===== src/rtl/mux16_rr_arbiter.sv =====
// Round-robin arbiter owning the select of a shared 16:1 mux. Grants one
// requester at a time, releases on done / request drop / MAX_HOLD expiry.
module mux16_rr_arbiter #(
    parameter int MAX_HOLD = 255
) (
    input  logic        clk,
    input  logic        rst_n,
    input  logic [15:0] req,
    input  logic        done,
    output logic [15:0] grant,
    output logic [3:0]  sel,
    output logic        valid,
    output logic        timeout
);

    typedef enum logic {IDLE, GRANT} state_t;

    localparam logic [7:0] MAX_HOLD_C = 8'(MAX_HOLD);

    state_t      state_q, state_d;
    logic [3:0]  ptr_q, ptr_d;
    logic [7:0]  hold_q, hold_d;
    logic [15:0] grant_q, grant_d;
    logic [3:0]  sel_q, sel_d;
    logic        valid_q, valid_d;
    logic        timeout_q, timeout_d;

    logic        found;
    logic [3:0]  pick;
    logic [3:0]  idx;
    logic        hold_hit;
    logic        owner_drop;
    logic        release_now;

    // Rotating priority scan: first set request at or after ptr, wrapping mod 16.
    always_comb begin
        found = 1'b0;
        pick  = '0;
        idx   = '0;
        for (int i = 0; i < 16; i++) begin
            idx = ptr_q + 4'(i);
            if (!found && req[idx]) begin
                found = 1'b1;
                pick  = idx;
            end
        end
    end

    assign hold_hit    = (MAX_HOLD != 0) && (hold_q == MAX_HOLD_C);
    assign owner_drop  = !req[sel_q];
    assign release_now = done || owner_drop || hold_hit;

    always_comb begin
        state_d   = state_q;
        ptr_d     = ptr_q;
        hold_d    = hold_q;
        grant_d   = grant_q;
        sel_d     = sel_q;
        valid_d   = valid_q;
        timeout_d = 1'b0;
        case (state_q)
            IDLE: begin
                if (found) begin
                    grant_d = 16'b1 << pick;
                    sel_d   = pick;
                    valid_d = 1'b1;
                    hold_d  = 8'd1;
                    state_d = GRANT;
                end
            end
            GRANT: begin
                if (release_now) begin
                    grant_d   = '0;
                    valid_d   = 1'b0;
                    ptr_d     = sel_q + 4'd1;
                    state_d   = IDLE;
                    // A timeout is flagged only when nothing else would have released.
                    timeout_d = hold_hit && !done && !owner_drop;
                end else if (hold_q != 8'hFF) begin
                    hold_d = hold_q + 8'd1;
                end
            end
            default: state_d = IDLE;
        endcase
    end

    always_ff @(posedge clk or negedge rst_n) begin
        if (!rst_n) begin
            state_q   <= IDLE;
            ptr_q     <= '0;
            hold_q    <= '0;
            grant_q   <= '0;
            sel_q     <= '0;
            valid_q   <= 1'b0;
            timeout_q <= 1'b0;
        end else begin
            state_q   <= state_d;
            ptr_q     <= ptr_d;
            hold_q    <= hold_d;
            grant_q   <= grant_d;
            sel_q     <= sel_d;
            valid_q   <= valid_d;
            timeout_q <= timeout_d;
        end
    end

    assign grant   = grant_q;
    assign sel     = sel_q;
    assign valid   = valid_q;
    assign timeout = timeout_q;

endmodule


===== config.mk =====
export PLATFORM = sky130hd
export DESIGN_NAME = mux16_rr_arbiter
export DESIGN_NICKNAME = d
export VERILOG_FILES = /design/src/rtl/mux16_rr_arbiter.sv
export SDC_FILE = /design/constraint.sdc
export NUM_CORES = 1
export LEC_CHECK = 0
export CORE_MARGIN = 2
export CORE_UTILIZATION = 48
export DETAILED_ROUTE_END_ITERATION = 8
export PLACE_DENSITY_LB_ADDON = 0.1
export SETUP_SLACK_MARGIN = 0.02
export SYNTH_ARGS = -nofsm -noshare
export SYNTH_HDL_FRONTEND = slang
export SYNTH_SLANG_ARGS = --single-unit

===== constraint.sdc =====
create_clock -name clk -period 12.22 [get_ports clk]
set_input_delay 2.444 -clock clk [delete_from_list [all_inputs] [get_ports clk]]
set_output_delay 2.444 -clock clk [all_outputs]
set_load 0.02 [all_outputs]

# Word level (Yosys, flattened, before mapping)
# Index checks and enable logic that the tools add are counted.
# word_totals
out_inout_bits,22
wordCells,170
latchBits,0
mem_bits_rw,0
input_bits,19
reg_bits,35
rom_bits,0
memories,0
# classes
eq_ne,6
shifts,1
n_div,0
bitwise,1
multipliers,0
n_lt_le_gt_ge,17
add_sub_neg,17
reduce_logical,40
muxes,81
# op_table
operator,count
less-than comparator 4 x 5 -> 1 bit (second input constant),17
binary-select mux 1 bit (select 4 bit),17
two-way mux 4 bit,16
two-way mux 1 bit,39
adder 4 bit (second input constant),8
two-way mux 16 bit,2
one-hot mux 16 bit (2 select lines),1
two-way mux 8 bit,3
logical AND 1 bit,17
logical NOT 1 bit,17
adder 4 x 3 -> 4 bit (second input constant),4
one-hot mux 8 bit (2 select lines),1
left shift 1 x 4 -> 16 bit (first input constant),1
adder 4 x 1 -> 4 bit (second input constant),2
adder 4 x 2 -> 4 bit (second input constant),2
adder 8 x 1 -> 8 bit (second input constant),1
== test 8 bit (second input constant),1
inequality test 8 bit (second input constant),1
AND reduction 2 bit,3
inequality test 2 x 1 -> 1 bit (second input constant),2
inequality test 2 bit (second input constant),2
one-hot mux 1 bit (2 select lines),2
AND reduction 3 bit,1
logical OR 1 bit,2
inverter 1 bit,1

# Logic depth before layout (Yosys ltp)
# Gate-level depths: netlist (run 1).
# depth
depth_word,51
depth_mapped,18
depth_no_buf,11

# Worst setup path after synthesis (run 1)
# Ideal clock, no wire load.
# synth_timing
path_type,input port to flip-flop
start,input req[6]
end,"register grant_q[2], in the netlist grant[2]"
setup_time_ns,0.110
setup_slack_ns,6.726
n_path_buf,1
stages,10
arrival_ns,5.383
required_time_ns,12.110
path_cell_list,mux4_1 -> mux2i_1 -> mux2i_2 -> or4_1 -> buf_2 -> or4_4 -> or2_4 -> a2bb2oi_2 -> and2_4 -> o41ai_1
# synth_between
elab_chain_cells,51
word_cells_on_any_way,105
cone_classes,eq/ne: 2; shift: 1; mux: 68; reduce/logical: 34
# synth_rtl
element,line_no,text
from (decl),8,"input logic [15:0] req,"
binary-select mux 1 bit (select 4 bit),42,if (!found && req[idx]) begin
two-way mux 1 bit (not written as such),42,
two-way mux 1 bit,42,
logical NOT 1 bit,42,
logical AND 1 bit,42,
two-way mux 1 bit,42,
logical NOT 1 bit,42,
logical AND 1 bit,42,
[35 not listed],--,
logical AND 1 bit,42,
two-way mux 1 bit,42,
logical NOT 1 bit,42,
logical AND 1 bit,42,
two-way mux 4 bit,42,
left shift 1 x 4 -> 16 bit,64,grant_d = 16'b1 << pick;
two-way mux 16 bit,63,if (found) begin
one-hot mux 16 bit (2 select lines),61,case (state_q)
to (signal assigned),100,grant_q <= grant_d;
to (decl),23,"logic [15:0] grant_q, grant_d;"
# Several ways; a longest one is shown, not always the timed one. The select of a mux whose other input is x is not followed.
# A chain may end at the register's enable or synchronous reset.

# Worst setup path in the final report (run 1)
# layout_timing
start,input req[6]
end,"register grant_q[3], in the netlist grant[3]"
# The elaborated chain is that of the path after synthesis.

==> metrics.txt, run 1 <==
Achievable Freq 0.150 GHz; Cells on Worst Hold Path 2; Mapped Area 4250 um2; register area share after synthesis 20.6%; Ports 41; FFs w/ async S/R, synth 100%; most frequent cells in the layout 61 x nand2_1, 40 x clkdlybuf4s50_1, 37 x mux4_2; Slew Viols, Final 0; HP Class flop to flop; hold buffer count at cts 0; DRT antenna net count 0; Die ar. 9620 um2; Fill cells 768; skew final 0.00501 ns; core area 8640 um2; Die W 98.1 um; clock slew at reported path FFs 0.07 ns; initial antenna violation count 0; total track usage 27.4%; CTS H-tree depth 2; worst slew pin tran 1.11 ns; crit-path max FO 16; Yosys top cell area share 20.6%; Layout area overhead 13.1%; Die H 98.1 um; Routed wire per std cell 22.2 um; DR vias 4053; Finish-stage setup viols 0; number of flops mapped to enable cells by yosys 0; Synth warnings 0; final wirelength 13.1 mm; CTS Buf Count 5; FP Rows 34; placer congestion estimate 0.955; first-pass GRT wire length 21.1 mm; dpl hpwl 9.60 mm; cells resized by post-CTS repair 0; layout cell share with drive strength beyond 1 14.9%; syn_area_per_cell 9.35 um2; initial DRC count 346; Clk Latency, worst-skew pair 0.29 ns; CP Launch Type input port; post-layout net count 509; post-synth net total 482; ANT cells 0; Root Driver clkbuf_8; Final Hold Fails 0; RSZ-0062 raised after global routing no; critical path class input port to flop; via-per-instance ratio 6.87; Synth area leader dfrtp_1; setup TNS 0 ns; Post-CTS Setup Repair Bufs 0; Synth cell types 68; Final min period 6.65 ns; commonest non-fill, non-tap cell in the layout nand2_1; Final Cycle Share 54.5%; Reg2Reg Depth 12; Initial Util 49.2%; Bufs on Longest Clock Path 2; Max-Cap Viols 0; required time worst endpoint 12.40 ns; vias in the first global route 3836; Remaining DRCs 0; Seq cells post-synth 35; CP endpoint kind flop; total gr overflow 0; DR pass1 iterations 5; final core occ 55.6%; Post-Syn Instances 454; clock sink count 35; outcome finished, final reports clean; Synth Flop Type dfrtp_1; pin count of the biggest net entering global routing 41; Synth area leaders dfrtp_1 21%, mux4_2 20%, mux2i_1 5.4%, nand2_1 5.4%, o21ai_0 2.9%; TritonCTS clock tree yes; IO buf count 40; WP data arrival 6.84 ns; Slew headroom 25.7%
registers in the layout, indices dropped and copies added, names as in the netlist:
name,count
ptr_q,4
timeout,1
sel,4
valid,1
state_q,1
grant,16
hold_q,8
path summary, 6_finish.rpt:
check	end	slack, ns	startpoint
worst max-delay path	grant[3]	5.57	req[6]
worst min-delay path	grant[2]	0.48	grant[2]
worst max register to register	grant[3]	6.36	ptr_q[0]
worst min register to register	grant[2]	0.48	grant[2]
max in group asynchronous	sel[1]	9.34	rst_n
min in group asynchronous	grant[0]	2.56	rst_n
cell families after synthesis:
logic type               count (synthesis)  synth area share (%)
buffers and inverters                   37                  4.18
flip-flops                              35                  20.6
adder cells (fa/ha/maj)                  9                  2.65
AO/OA/AOI/OAI                          132                  22.2
AND/OR/NAND/NOR                        150                  17.3
multiplexers                            74                  29.5
XOR/XNOR                                17                  3.51
routing by layer:
| layer | up-vias | global-route usage (%) | wire length, um |
|---|---|---|---|
| li1 | 1842 | - | - |
| met4 | 0 | 6.73 | 297 |
| met2 | 222 | 39.5 | 5610 |
| met1 | 1966 | 41.0 | 5860 |
| met3 | 23 | 7.80 | 1320 |
| met5 | - | 0 | 0 |
cell usage after synthesis (8+ instances only):
| master | n |
|---|---|
| o41ai_1 | 9 |
| o211ai_1 | 10 |
| xor2_1 | 12 |
| clkbuf_1 | 8 |
| a211oi_1 | 10 |
| mux4_2 | 37 |
| dfrtp_1 | 35 |
| a31oi_1 | 9 |
| ha_1 | 9 |
| o31ai_1 | 9 |
| a21oi_1 | 19 |
| mux2i_1 | 23 |
| and3_1 | 10 |
| nand3_1 | 11 |
| o21ai_0 | 25 |
| nor2_1 | 23 |
| mux2_2 | 11 |
| nand2_1 | 61 |
| inv_1 | 12 |
metrics by stage:
step,hold slack (ns),cells,cell area [um2],worst slack (ns)
floorplan,0.461,454,4250,6.73
detailed placement,0.470,582,4690,5.31
finish,0.481,590,4800,5.57
CTS,0.488,590,4800,5.62
global placement,0.462,582,4690,5.39
global route,0.499,590,4800,5.27
worst max-delay path, cell delays in order:
cell,delay [ns]
clkdlybuf4s50_1,0.59
mux4_1,0.57
mux2i_1,0.40
mux2i_2,0.18
or4_1,0.59
nor4_2,0.69
a41oi_1,0.51
nor2_2,0.64
nand2_1,0.13
o41ai_1,0.08
cell type report:
cell class	count	area (um2)	area share [%]
Clock buffer	6	82.6	1.72
Clock inverter	2	35.0	0.729
Inverter	12	45.0	0.937
Multi-Input combinational cell	382	3190	66.5
Sequential cell	35	876	18.2
Tap cell	108	135	2.81
Timing Repair Buffer	45	438	9.11
Power of run 1 is not shown: default switching activity piles up to over one toggle a cycle in this logic, so the estimate is an artifact.
==> inputs of run 2 (changes only) <==
- clock period: 12.22 -> 6.92 ns (I/O delays scaled with it)
==> run 2 against run 1 <==
Cell count up 0.17%. Sequential share of layout area hardly changed. Largest cell class unchanged. Global-route usage is 0.77 points lower. Routed wire length fell by 3.6%. Setup slack got worse by 3.9 ns. Register-to-register slack got worse by 4.6 ns.
==> metrics.txt, run 2 (synthesis results as in run 1) <==
Die H 98.1 um (unchanged); skew final 0.00934 ns (was 0.00501 ns); Clk Latency, worst-skew pair 0.29 ns (about the same); Setup WS pre-CTS 1.32 ns (was 5.31 ns); Slew Viols, Final 0 (unchanged); Achievable Freq 0.189 GHz; final critical-path setup slack 1.62 ns (was 5.57 ns); IO buf count 40 (unchanged); slowest stage cell, crit path or4_1 (was nor4_2); Layout area overhead 13.0% (was 13.1%); DR pass1 iterations 5 (unchanged); placer congestion estimate 0.948 (was 0.955); WP data arrival 5.48 ns (was 6.84 ns); Final Cycle Share 76.6%; total gr overflow 0 (unchanged); Ports 41 (unchanged); required time worst endpoint 7.10 ns (was 12.40 ns); pin count of the biggest net entering global routing 40 (was 41); ANT cells 0 (unchanged); Die ar. 9620 um2 (unchanged); FP Rows 34 (unchanged); Initial Util 49.2% (unchanged); setup TNS 0 ns (unchanged); CP Launch Type input port (unchanged); Final Hold Fails 0 (unchanged); Routed wire per std cell 21.3 um (was 22.2 um); Max-Cap Viols 0 (unchanged); hold buffer count at cts 0 (unchanged); family with the most delay on the worst path simple AND/OR/NAND/NOR gates (unchanged); Root Driver clkbuf_8 (unchanged); CTS Buf Count 5 (unchanged); dpl hpwl 9.39 mm (was 9.60 mm); Post-CTS Setup Repair Bufs 0 (unchanged); crit-path max FO 9 (was 16); clock sink count 35 (unchanged); post-layout net count 510 (was 509); via-per-instance ratio 6.82 (was 6.87); final wirelength 12.6 mm (was 13.1 mm); layout cell share with drive strength beyond 1 15.1% (was 14.9%); Slew headroom 35.1% (was 25.7%); worst slew pin tran 0.967 ns (was 1.11 ns); initial DRC count 403 (was 346); TritonCTS clock tree yes (unchanged); CTS H-tree depth 2 (unchanged); vias in the first global route 3732 (was 3836); DRT antenna net count 0 (unchanged); initial antenna violation count 0 (unchanged); first-pass GRT wire length 20.5 mm (was 21.1 mm); Final min period 5.30 ns; Fill cells 788 (was 768); commonest non-fill, non-tap cell in the layout nand2_1 (unchanged); Remaining DRCs 0 (unchanged); core area 8640 um2 (unchanged); crit-path cells clkdlybuf4s50_1 > mux4_1 > mux2i_1 > mux2i_2 > or4_1 > nor4_1 > a2111oi_0 > o2bb2ai_1 > or2_0 > o41ai_1 (was clkdlybuf4s50_1 > mux4_1 > mux2i_1 > mux2i_2 > or4_1 > nor4_2 > a41oi_1 > nor2_2 > nand2_1 > o41ai_1); Worst path max stage delay 0.60 ns (was 0.69 ns); RSZ-0062 raised after global routing no (unchanged); Worst Path Buf+Inv 1 (unchanged); cells resized by post-CTS repair 0 (unchanged); outcome finished, final reports clean (unchanged); DR vias 4028 (was 4053); total track usage 26.7% (was 27.4%); clock slew at reported path FFs 0.08 ns (was 0.07 ns); Finish-stage setup viols 0 (unchanged); most frequent cells in the layout 61 x nand2_1, 40 x clkdlybuf4s50_1, 37 x mux4_2 (unchanged); Die W 98.1 um (unchanged); Bufs on Longest Clock Path 2 (unchanged); Largest register FFs 16 (unchanged); CP endpoint kind flop (unchanged); HP Class flop to flop (unchanged); critical path class input port to flop (unchanged)
-- run 2: cell count changes in the layout (fill, tap and decap cells not counted) --
cell | previous run | this run
bufinv_16 | 1 | 0
buf_4 | 5 | 6
clkinvlp_4 | 0 | 1
clkbuf_8 | 6 | 7
clkinv_2 | 1 | 0
-- run 2: path summary, 6_finish.rpt --
| check | startpoint | endpoint | slack, ns | cells after the start |
|---|---|---|---|---|
| setup / recovery | req[2] | grant[11] | 1.62 | 10 |
| hold / removal | grant[13] | grant[13] | 0.48 | 2 |
| setup reg to reg | ptr_q[0] | grant[11] | 1.73 | 11 |
| hold reg to reg | grant[13] | grant[13] | 0.48 | 2 |
| max in group asynchronous | rst_n | hold_q[6] | 5.10 | 2 |
| min in group asynchronous | rst_n | grant[0] | 1.50 | 2 |
-- run 2: metal layers --
metal  GRT usage, %  routed length, um  vias to the layer above
li1               -                  -                     1850
met1           41.2               5730                     1928
met2           38.6               5430                      223
met3           4.72               1170                       27
met4           7.05                284                        0
met5              0                  0                        -
-- run 2: stage by stage --
step / instance area, um2 / util [%] / instances / hold WS (ns)
after global placement: 4690 / 54.4 / 583 / 0.464
after global routing: 4800 / 55.6 / 591 / 0.503
after floorplan: 4250 / - / 454 / 0.461
after CTS: 4800 / 55.6 / 591 / 0.488
final: 4800 / 55.6 / 591 / 0.482
after detailed placement: 4690 / 54.4 / 583 / 0.466
-- run 2: worst register-to-register path, stage by stage, from the launching register on --
cell	delay, ns
dfrtp_1	0.38
inv_1	0.40
ha_1	0.75
mux4_2	0.65
mux2i_1	0.56
mux2i_1	0.38
a2111oi_0	0.52
nor4_1	0.10
a211o_1	0.29
a22oi_1	0.33
o21ai_1	0.30
o41ai_1	0.43
-- run 2: final cells by class --
| type | instances | area (um2) | area share (%) |
|---|---|---|---|
| sequential | 35 | 876 | 18.3 |
| inverter | 12 | 45.0 | 0.939 |
| tap | 108 | 135 | 2.82 |
| timing repair buffer | 46 | 445 | 9.28 |
| clock buffer | 7 | 96.3 | 2.01 |
| multi-input combinational | 382 | 3190 | 66.5 |
| clock inverter | 1 | 7.51 | 0.156 |
Power of run 2 is left out for the same reason.
==> inputs of run 3 (changes only) <==
- clock period: 6.92 -> 4.7 ns (I/O delays scaled with it)
==> run 3 against run 2 <==
Die area unchanged. Setup slack got worse by 1.4 ns. Via count increased by 7.9%. Utilization increased by 6.7 points. Largest cell class unchanged.
==> metrics.txt, run 3 (synthesis results as in run 1) <==
initial antenna violation count 0 (unchanged); skew final 0.0101 ns (was 0.00934 ns); crit-path cells clkdlybuf4s50_1 > mux4_2 > mux2i_2 > mux2i_2 > or4_1 > or4_4 > or2_4 > a2bb2oi_2 > and2_4 > o41ai_1 (was clkdlybuf4s50_1 > mux4_1 > mux2i_1 > mux2i_2 > or4_1 > nor4_1 > a2111oi_0 > o2bb2ai_1 > or2_0 > o41ai_1); vias in the first global route 3861 (was 3732); total track usage 28.9% (was 26.7%); placer congestion estimate 0.937 (was 0.948); pin count of the biggest net entering global routing 39 (was 40); DR vias 4348 (was 4028); Clk Latency, worst-skew pair 0.30 ns (was 0.29 ns); final wirelength 13.9 mm (was 12.6 mm); required time worst endpoint 4.87 ns (was 7.10 ns); Finish-stage setup viols 0 (unchanged); CTS H-tree depth 2 (unchanged); CP endpoint kind flop (unchanged); Die W 98.1 um (unchanged); slowest stage cell, crit path or4_4 (was or4_1); initial DRC count 455 (was 403); first-pass GRT wire length 21.8 mm (was 20.5 mm); Setup WS pre-CTS -0.0996 ns (was 1.32 ns); Fill cells 775 (was 788); Layout area overhead 26.7% (was 13.0%); Die ar. 9620 um2 (unchanged); layout cell share with drive strength beyond 1 26.6% (was 15.1%); Largest register FFs 16 (unchanged); Reg2Reg Depth 12 (was 11); outcome finished, final reports clean (unchanged); final std cells w/o fill 661 (was 591); total gr overflow 0 (unchanged); Final min period 4.48 ns; DR pass1 iterations 5 (unchanged); CTS Buf Count 5 (unchanged); R2R Path End grant[3] (was grant[11]); FP Rows 34 (unchanged); family with the most delay on the worst path simple AND/OR/NAND/NOR gates (unchanged); WP data arrival 4.65 ns (was 5.48 ns); Slew Viols, Final 0 (unchanged); Die H 98.1 um (unchanged); CP most frequent cell mux2i_2; multi-input logic area 3210 um2 (was 3190 um2); Final Hold Fails 0 (unchanged); dpl hpwl 10.8 mm (was 9.39 mm); commonest non-fill, non-tap cell in the layout buf_4 (was nand2_1); CP endpoint grant[3] (was grant[11]); start point of the critical path req[11] (was req[2]); core area 8640 um2 (unchanged); ANT cells 0 (unchanged); TritonCTS clock tree yes (unchanged); clock sink count 35 (unchanged); Root Driver clkbuf_8 (unchanged); Worst Path Buf+Inv 1 (unchanged); worst slew pin tran 0.637 ns (was 0.967 ns); Initial Util 49.2% (unchanged); post-layout net count 580 (was 510); CP Launch Type input port (unchanged); Remaining DRCs 0 (unchanged); IO buf count 40 (unchanged); Achievable Freq 0.223 GHz; reg-to-reg startpoint ptr_q[1] (was ptr_q[0]); Bufs on Longest Clock Path 2 (unchanged); DRT antenna net count 0 (unchanged); critical path class input port to flop (unchanged); cells resized by post-CTS repair 0 (unchanged); Worst path max stage delay 0.61 ns (was 0.60 ns); Routed wire per std cell 21.0 um (was 21.3 um); Post-CTS Setup Repair Bufs 0 (unchanged); crit-path max FO 8 (was 9); Max-Cap Viols 0 (unchanged); number of stages on the worst setup path 10 (unchanged); Final Cycle Share 95.4%; final critical-path setup slack 0.216 ns (was 1.62 ns); via-per-instance ratio 6.58 (was 6.82); RSZ-0062 raised after global routing no (unchanged); register area 876 um2 (unchanged); Slew headroom 56.3% (was 35.1%); clock slew at reported path FFs 0.07 ns (was 0.08 ns); Placed Cells 653 (was 583); Worst R2R Setup Slack 0.33 ns (was 1.73 ns); Ports 41 (unchanged); HP Class flop to flop (unchanged); hold buffer count at cts 0 (unchanged); most frequent cells in the layout 74 x buf_4, 61 x nand2_1, 40 x clkdlybuf4s50_1 (was 61 x nand2_1, 40 x clkdlybuf4s50_1, 37 x mux4_2)
-- run 3: changes by cell type in the layout (fill, tap and decap cells not counted), sizes merged --
cell,before,now
buf,6,76
bufinv,0,1
clkbuf,7,6
clkinv,0,1
clkinvlp,1,0
-- run 3: tightest hold or removal path, cell delays in order, from the launching register on --
cell and delay [ns]:
dfrtp_1 0.34, nand2_1 0.05, o31ai_1 0.05
-- run 3: how the worst min path moves through the flow --
stage                          from        end  depth (start not counted)
after floorplan           hold_q[4]  hold_q[4]                          1
after global placement     grant[5]   grant[5]                          2
after detailed placement  grant[10]  grant[10]                          2
after CTS                 grant[13]  grant[13]                          2
after global routing      grant[13]  grant[13]                          2
final                     grant[13]  grant[13]                          2
-- run 3: per-stage QoR --
stage               TNS, ns  cell area (um2)  hold slack, ns  util (%)
floorplan                 0             4260           0.461         -
global placement          0             5250           0.462      60.8
detailed placement   -0.124             5250           0.466      60.8
CTS                       0             5370           0.483      62.1
global route              0             5380           0.502      62.3
finish                    0             5380           0.478      62.3
-- run 3: cell type report --
type                            count  area share [%]
Clock buffer                        6            1.54
Clock inverter                      2           0.651
Inverter                           12           0.837
Multi-Input combinational cell    382            59.7
Sequential cell                    35            16.3
Tap cell                          108            2.51
Timing Repair Buffer              116            18.5
-- run 3: routing by layer --
metal,GRT usage (%),routed length [um]
met1,45.0,6180
met2,42.8,6240
met3,3.79,1200
met4,6.84,233
met5,0,0
Power of run 3 is left out for the same reason.
==> variant: new RTL, settings of run 3 <==
Reset style: synchronous (`rst_n`), changed in one clocked block.
--- a/src/rtl/mux16_rr_arbiter.sv
+++ b/src/rtl/mux16_rr_arbiter.sv
@@ -86,3 +86,3 @@
 
-    always_ff @(posedge clk or negedge rst_n) begin
+    always_ff @(posedge clk) begin
         if (!rst_n) begin
Check against the original RTL: differs if rst_n is asserted again (counterexample within 4 cycles, from zero or initial values and one cycle with rst_n low); with rst_n held inactive, the same outputs for 4 cycles.
==> variant against run 3 <==
Critical path depth unchanged. Routed wire length grew 6.0%. Highest routed layer unchanged. Via count rose by 4.8%. Final area fell by 0.70%. Die area grew 3.0%. Clock skew fell by 0.0054 ns. Setup slack got worse by 0.0043 ns. Synthesized area increased by 3.1%. First-iteration DRC count down 24%. Cell count grew 4.2%. Sequential cell count unchanged.
==> variant: results (changes against run 3) <==
| Metric | Value |
|---|---|
| Status | finished clean |
| Post-synth cell types | 78 (+15%) |
| Mux cell area share after synthesis | 28.9% (-0.63 points) |
| Total Routed Length | 14.7 mm (+6.0%) |
| Vias in the first global route | 4314 (+12%) |
| Placer Congestion | 0.906 (-3.3%) |
| Met3 Wirelength | 895 microns (-26%) |
| Starting DRT DRC Count | 346 (-24%) |
| Top post-synthesis cells by area | mux4_2, dfxtp_1, mux2i_1, nand2_1, mux2_2 |
| WL met2 | 6.76 mm (+8.3%) |
| Met2 Use GR | 47.1% (+4.4 points) |
| Ys flop type | dfxtp_1 |
| Post-synth top cells | nand2_1, nor2_1, dfxtp_1 |
| Max stage delay on crit path | 0.59 ns (-0.02 ns) |
| Vias/cell | 6.62 (+0.57%) |
| Synth Area in Compound Gates | 22.4% (+0.19 points) |
| Crit-path max FO | 10 (+2) |
| Asr flop ratio synth | 0% (-100 points) |
| Nets | 608 (+4.8%) |
| Overall Global Routing Usage | 30.7% (+1.8 points) |
| Dpl ws | -0.0659 ns (+0.0337 ns) |
| Detail Placement HPWL | 11.4 mm (+5.8%) |
| Met1 Use GR | 45.0% (about the same) |
| Mapped Nets | 529 (+9.8%) |
| Area share of fa/ha/maj cells after synthesis | 2.57% (-0.080 points) |
| Arr. time, crit path | 4.68 ns (+0.03 ns) |
[variant: cell count changes after synthesis, moves of 7 or more]
cell,run 3,this run
dfxtp_1,0,35
nor2_1,23,36
a21oi_1,19,26
nand3_1,11,22
o22ai_1,1,10
dfrtp_1,35,0
a31oi_1,9,2
[variant: repair_timing]
action / 4_1_cts / 5_1_grt
gates resized for setup: 0 / 4
hold buffers: 0 / 0
setup endpoints to repair: 0 / 7
buffers inserted: 0 / 0
[variant: layout make-up]
cell class / instances / area [sq um]
timing repair buffer: 103 / 873
multi-input combinational: 424 / 3470
tap: 108 / 135
clock buffer: 6 / 82.6
clock inverter: 2 / 35.0
sequential: 35 / 702
inverter: 11 / 41.3
fill: 825 / 3420
[variant: final timing paths]
| path | cells after the start | start | slack, ns | end |
|---|---|---|---|---|
| max reg2reg | 13 | ptr_q[0] | 0.43 | grant[12] |
| max | 10 | req[10] | 0.21 | grant[12] |
| min | 2 | grant[10] | 0.45 | grant[10] |
| min reg2reg | 2 | grant[10] | 0.45 | grant[10] |
